File: src/rtl/bf_pkg.sv
// Shared constants for the Blowfish key stage: P-array initial values,
// array sizes and the key loader state encoding.
package bf_pkg;

    localparam int NUM_P         = 18;
    localparam int MAX_KEY_WORDS = 14;
    localparam int WORD_W        = 32;

    typedef enum logic [1:0] {
        S_IDLE = 2'd0,
        S_LOAD = 2'd1,
        S_MIX  = 2'd2,
        S_DONE = 2'd3
    } state_e;

    // Fractional hex digits of pi, P1..P18
    function automatic logic [31:0] pinit_word(input logic [4:0] idx);
        logic [31:0] w;
        case (idx)
            5'd0:    w = 32'h243F_6A88;
            5'd1:    w = 32'h85A3_08D3;
            5'd2:    w = 32'h1319_8A2E;
            5'd3:    w = 32'h0370_7344;
            5'd4:    w = 32'hA409_3822;
            5'd5:    w = 32'h299F_31D0;
            5'd6:    w = 32'h082E_FA98;
            5'd7:    w = 32'hEC4E_6C89;
            5'd8:    w = 32'h4528_21E6;
            5'd9:    w = 32'h38D0_1377;
            5'd10:   w = 32'hBE54_66CF;
            5'd11:   w = 32'h34E9_0C6C;
            5'd12:   w = 32'hC0AC_29B7;
            5'd13:   w = 32'hC97C_50DD;
            5'd14:   w = 32'h3F84_D5B5;
            5'd15:   w = 32'hB547_0917;
            5'd16:   w = 32'h9216_D5D9;
            5'd17:   w = 32'h8979_FB1B;
            default: w = 32'h0000_0000;
        endcase
        return w;
    endfunction

    function automatic logic key_len_legal(input logic [3:0] len);
        return (len != 4'd0) && (len <= 4'(MAX_KEY_WORDS));
    endfunction

endpackage

File: src/rtl/bf_key_loader.sv
// Blowfish key stage: streams in a 1..14 word user key and builds the
// 18-entry P-array (PINIT xor cyclically repeated key) one entry per cycle.
module bf_key_loader
    import bf_pkg::*;
(
    input  logic                      clk,
    input  logic                      rst_n,
    input  logic                      start,
    input  logic [3:0]                key_len,
    input  logic [31:0]               key_word,
    input  logic                      key_valid,
    output logic                      key_ready,
    output logic                      busy,
    output logic                      err,
    output logic                      p_valid,
    output logic [NUM_P*WORD_W-1:0]   p_array
);

    state_e      state_q, state_d;
    logic [3:0]  len_q, len_d;
    logic [3:0]  cnt_q, cnt_d;
    logic [4:0]  i_q, i_d;
    logic [3:0]  j_q, j_d;
    logic        err_q, err_d;
    logic        p_valid_q, p_valid_d;
    logic [31:0] key_buf_q [MAX_KEY_WORDS];
    logic [31:0] key_buf_d [MAX_KEY_WORDS];
    logic [31:0] p_q [NUM_P];
    logic [31:0] p_d [NUM_P];
    logic        key_ready_s;
    logic        busy_s;

    // State and datapath registers with synchronous active-low reset
    always_ff @(posedge clk) begin
        if (!rst_n) begin
            state_q   <= S_IDLE;
            len_q     <= 4'd0;
            cnt_q     <= 4'd0;
            i_q       <= 5'd0;
            j_q       <= 4'd0;
            err_q     <= 1'b0;
            p_valid_q <= 1'b0;
            key_buf_q <= '{default: 32'h0000_0000};
            p_q       <= '{default: 32'h0000_0000};
        end else begin
            state_q   <= state_d;
            len_q     <= len_d;
            cnt_q     <= cnt_d;
            i_q       <= i_d;
            j_q       <= j_d;
            err_q     <= err_d;
            p_valid_q <= p_valid_d;
            key_buf_q <= key_buf_d;
            p_q       <= p_d;
        end
    end

    // Next-state and datapath update
    always_comb begin
        state_d   = state_q;
        len_d     = len_q;
        cnt_d     = cnt_q;
        i_d       = i_q;
        j_d       = j_q;
        err_d     = 1'b0;
        key_buf_d = key_buf_q;
        p_d       = p_q;
        // Lags DONE by one edge so the schedule is announced one cycle after the last write
        p_valid_d = (state_q == S_DONE);

        case (state_q)
            S_IDLE, S_DONE: begin
                if (start) begin
                    if (key_len_legal(key_len)) begin
                        len_d   = key_len;
                        cnt_d   = 4'd0;
                        state_d = S_LOAD;
                    end else begin
                        err_d = 1'b1;
                    end
                end else begin
                    state_d = state_q;
                end
            end
            S_LOAD: begin
                if (key_valid) begin
                    key_buf_d[cnt_q] = key_word;
                    cnt_d            = cnt_q + 4'd1;
                    if (cnt_q == (len_q - 4'd1)) begin
                        i_d     = 5'd0;
                        j_d     = 4'd0;
                        state_d = S_MIX;
                    end else begin
                        state_d = S_LOAD;
                    end
                end else begin
                    state_d = S_LOAD;
                end
            end
            S_MIX: begin
                p_d[i_q] = pinit_word(i_q) ^ key_buf_q[j_q];
                if (j_q == (len_q - 4'd1)) begin
                    j_d = 4'd0;
                end else begin
                    j_d = j_q + 4'd1;
                end
                if (i_q == 5'(NUM_P - 1)) begin
                    state_d = S_DONE;
                end else begin
                    i_d = i_q + 5'd1;
                end
            end
            default: begin
                state_d = S_IDLE;
            end
        endcase
    end

    // Handshake and status decode from the state register
    always_comb begin
        key_ready_s = 1'b0;
        busy_s      = 1'b0;
        case (state_q)
            S_LOAD: begin
                key_ready_s = 1'b1;
                busy_s      = 1'b1;
            end
            S_MIX: begin
                busy_s = 1'b1;
            end
            default: begin
                key_ready_s = 1'b0;
                busy_s      = 1'b0;
            end
        endcase
    end

    // Flatten P-array, P1 in the low word
    always_comb begin
        p_array = '0;
        for (int k = 0; k < NUM_P; k++) begin
            p_array[k*WORD_W +: WORD_W] = p_q[k];
        end
    end

    assign key_ready = key_ready_s;
    assign busy      = busy_s;
    assign err       = err_q;
    assign p_valid   = p_valid_q;

endmodule

File: config.mk
export PLATFORM = sky130hd
export DESIGN_NAME = bf_key_loader
export DESIGN_NICKNAME = d
export VERILOG_FILES = /design/src/rtl/bf_pkg.sv /design/src/rtl/bf_key_loader.sv
export SDC_FILE = /design/constraint.sdc
export NUM_CORES = 2
export LEC_CHECK = 0
export ABC_AREA = 1
export BUFFER_PORTS_ARGS = -buffer_cell sky130_fd_sc_hd__buf_4
export CAP_MARGIN = 20
export CORE_MARGIN = 3
export CORE_UTILIZATION = 62
export CTS_CLUSTER_SIZE = 20
export DETAILED_ROUTE_END_ITERATION = 12
export GPL_TIMING_DRIVEN = 0
export PLACE_DENSITY = 0.84
export SYNTH_ARGS = -nofsm -noshare
export SYNTH_HDL_FRONTEND = slang
export SYNTH_SLANG_ARGS = --single-unit
File: constraint.sdc
create_clock -name clk -period 3.9 [get_ports clk]
set_input_delay 0.195 -clock clk [delete_from_list [all_inputs] [get_ports clk]]
set_output_delay 0.195 -clock clk [all_outputs]
set_load 0.02 [all_outputs]
==> metrics.csv <==
stage,metric,value,unit
clocking,Setup Buffers After CTS,0,
sta,"Hold Vio Cnt, Final",0,
clocking,Clock Path Buffers,3,
sta,setup TNS,0,ns
sta,Clock Skews,0.0260,ns
routing,drt total wl,194,mm
logic_synthesis,Area contributors post-synth,"dfxtp_1 (48%), o21ai_0 (13%), inv_1 (11%)",
global_route,GRT busiest layer,met2,
logic_synthesis,Post-Synth Adder-Cell Area,0.00607,
logic_synthesis,Yosys cell types,42,
sta,worst hold slack,0.202,ns
routing,Residual DRC,0,
sta,max_slew headroom,0.236,
logic_synthesis,Mapped Area,45300,sq um
min_path,Min-Delay Path Class,input pin to flip-flop,
worst_setup_path,Worst setup SP type,flip-flop,
global_route,initial antenna violation count,6,
global_route,largest net degree at the start of global routing,15,
run,Max-cap violations,0,
logic_synthesis,Synth Area in Compound Gates,0.243,
global_route,first-pass GRT wire length,279,mm
routing,Post-DRT Antenna Nets,0,
routing,drt first pass iters,7,
power_and_ir_drop,worst vdd ir,0.000414,V
global_route,met3 Usage GRT,0.141,
floorplanning,row count,98,
clocking,clock transition at the registers of the reported paths,0.07,ns
routing,drt wl/cell,23.8,microns
placed_design,Post-Place Cells,7907,
floorplanning,IO Pins,620,
logic_synthesis,mux contribution to synthesized area,0,
placed_design,Final GP Congestion,1.10,
clocking,CTS root buffer,clkbuf_16,
finish,Post-Layout Cell Count,8142,
sta,Slew @ Worst Pin,1.14,ns
worst_setup_path,worst-path maximum fanout,10,
logic_synthesis,Seq cells post-synth,1077,
finish,fill count,5391,
logic_synthesis,XOR/XNOR Fraction of Synth Area,0.0130,
logic_synthesis,"area leader, netlist",dfxtp_1,
global_route,vias in the first global route,44861,
logic_synthesis,sequential-to-total area share from yosys stat,0.476,
worst_setup_path,Critical Path AT,4.52,ns
clocking,CTS tree,built,
placed_design,input/output buffers,618,
clocking,CTS Buf Count,108,
floorplanning,core box area,72000,sq um
logic_synthesis,synth warn,0,
worst_setup_path,Critical Path RT,4.53,ns
floorplanning,die area,76400,sq um
sta,max-slew violations,0,
sta,fin crit share,0.999,
logic_synthesis,syn_area_per_cell,7.15,sq um
clocking,H-tree levels,3,
clocking,CTS resizes,0,
sta,"Setup violations, final",0,
clocking,Skew-Pair Late Insertion Delay,0.69,ns
global_route,Overflow after GRT,0,
floorplanning,Chip Height,276,microns
floorplanning,Die Width,276,microns
finish,Post-layout nets,7167,
routing,via density per instance,5.88,
power_and_ir_drop,Leak,27.1,nW
routing,DRT iter0 DRCs,6485,
power_and_ir_drop,pwr/cell area,478,nW/um^2
logic_synthesis,synthesized net count,6401,
logic_synthesis,Synth Instances,6339,
floorplanning,Starting Density,0.630,
sta,Tmin final,3.90,ns
worst_setup_path,"reg-to-reg slack, setup",0.004,ns
clocking,total clock sinks,1077,
placed_design,hpwl dp,143,mm
power_and_ir_drop,Final Total Pwr,26.4,mW
outcome,run status,completed,
global_route,met1 usage,0.511,
finish,Layout area overhead,21.8,%
sta,Max Fclk,257,MHz
worst_setup_path,WS Path Type,flip-flop to flip-flop,
logic_synthesis,Post-Synth Simple-Gate Area,0.109,
logic_synthesis,largest family of logic cells by synthesized area,compound AO/OA/AOI/OAI gates,
routing,DR vias,47893,
global_route,met2 Use GR,0.757,
worst_setup_path,nature of the critical path endpoint,flip-flop,
finish,layout cells sized above 1,0.131,
logic_synthesis,Synth top area share,0.476,
global_route,All-Layer GR Usage,0.483,
sta,RSZ-0062 raised after global routing,no,
-- what timing repair did --
item,4_1_cts,5_1_grt
hold buffers,38,0
setup endpoints to repair,0,0
hold endpoints to repair,133,0
-- report_power, final --
part | internal [mW] | switching, mW
Clock | 6.32 | 4.54
Combinational | 0.863 | 3.40
Sequential | 11.1 | 0.102
Total | 18.3 | 8.04
-- sequential cells by signal, summed over array words and instances, names as in the netlist, named ones only --
name and cells:
p_array 576, len_q 4, cnt_q 4, err 1, j_q 4, p_valid 1
state_q 2, key_buf_q 448, i_q 5
-- placed cells by master (no fill, tap or decap), types with 42 or more instances in the layout --
cell type,n
a21oi_1,751
buf_1,42
buf_2,58
buf_4,639
clkbuf_1,356
clkbuf_16,110
dfxtp_1,1077
inv_1,1297
nand2_1,270
nand3_1,103
nor2_1,873
o21ai_0,1169
o21ai_1,127
-- cell type report --
class                           count  area, sq um  share of cell area
Sequential cell                  1077        21600               0.391
Timing Repair Buffer              656         5020              0.0909
Clock buffer                      159         3250              0.0588
Multi-Input combinational cell   3479        16800               0.305
Inverter                         1312         4930              0.0893
Buffer                            471         2000              0.0362
Antenna cell                        4         10.0            0.000181
Clock inverter                     34          417             0.00755
Tap cell                          950         1190              0.0215
-- worst paths after layout --
kind,from,to,cells past startpoint
min reg2reg,key_buf_q[21]$_SDFFE_PN0P_,key_buf_q[21]$_SDFFE_PN0P_,2
max,j_q[2]$_SDFFE_PN0P_,p_array[266]$_SDFFE_PN0P_,11
max reg2reg,j_q[2]$_SDFFE_PN0P_,p_array[266]$_SDFFE_PN0P_,11
min,key_valid,cnt_q[0]$_SDFFE_PN0P_,5
-- Yosys cell counts, drive strengths merged --
library cell	count
inv	1306
nor4	1
a21oi	752
clkinv	6
a31oi	4
a21boi	2
a211oi	5
dfxtp	1077
or2	1
nor3b	2
nand3	103
o22ai	23
o21a	1
nand2	274
ha	22
o21ai	1303
clkbuf	340
buf	131
xnor2	14
o2111ai	11
o221ai	8
a41oi	1
nor3	8
nor2	874
nand4	6
o211ai	38
xor2	26
-- cell families after synthesis --
| kind of cell | Yosys count |
|---|---|
| AO/OA/AOI/OAI | 2148 |
| XOR/XNOR | 40 |
| AND/OR/NAND/NOR | 1269 |
| buffers and inverters | 1783 |
| adder cells (fa/ha/maj) | 22 |
| flip-flops | 1077 |
-- per-layer routing --
metal	vias up	wire [microns]
li1	21418	-
met1	21660	61400
met2	3615	83700
met3	1198	24000
met4	2	24400
met5	-	14
-- worst max-delay path, stage by stage (launching register included) --
cell,delay [ns]
dfxtp_1,0.31
buf_2,0.19
inv_2,0.07
nor2_2,0.38
clkbuf_1,0.75
o211ai_1,0.20
nand3_1,0.21
nand2_1,0.21
xnor2_2,0.82
buf_2,0.47
o21ai_0,0.15
inv_1,0.08
-- per-stage QoR --
step	setup WS, ns	cell area (sq um)	util
after global routing	0.0192	55200	0.767
after global placement	0.365	51100	0.711
final	0.00365	55200	0.767
after floorplan	1.30	45300	-
after detailed placement	0.448	51100	0.711
after CTS	0.408	55200	0.767
Power figures use the tool's default switching activity.
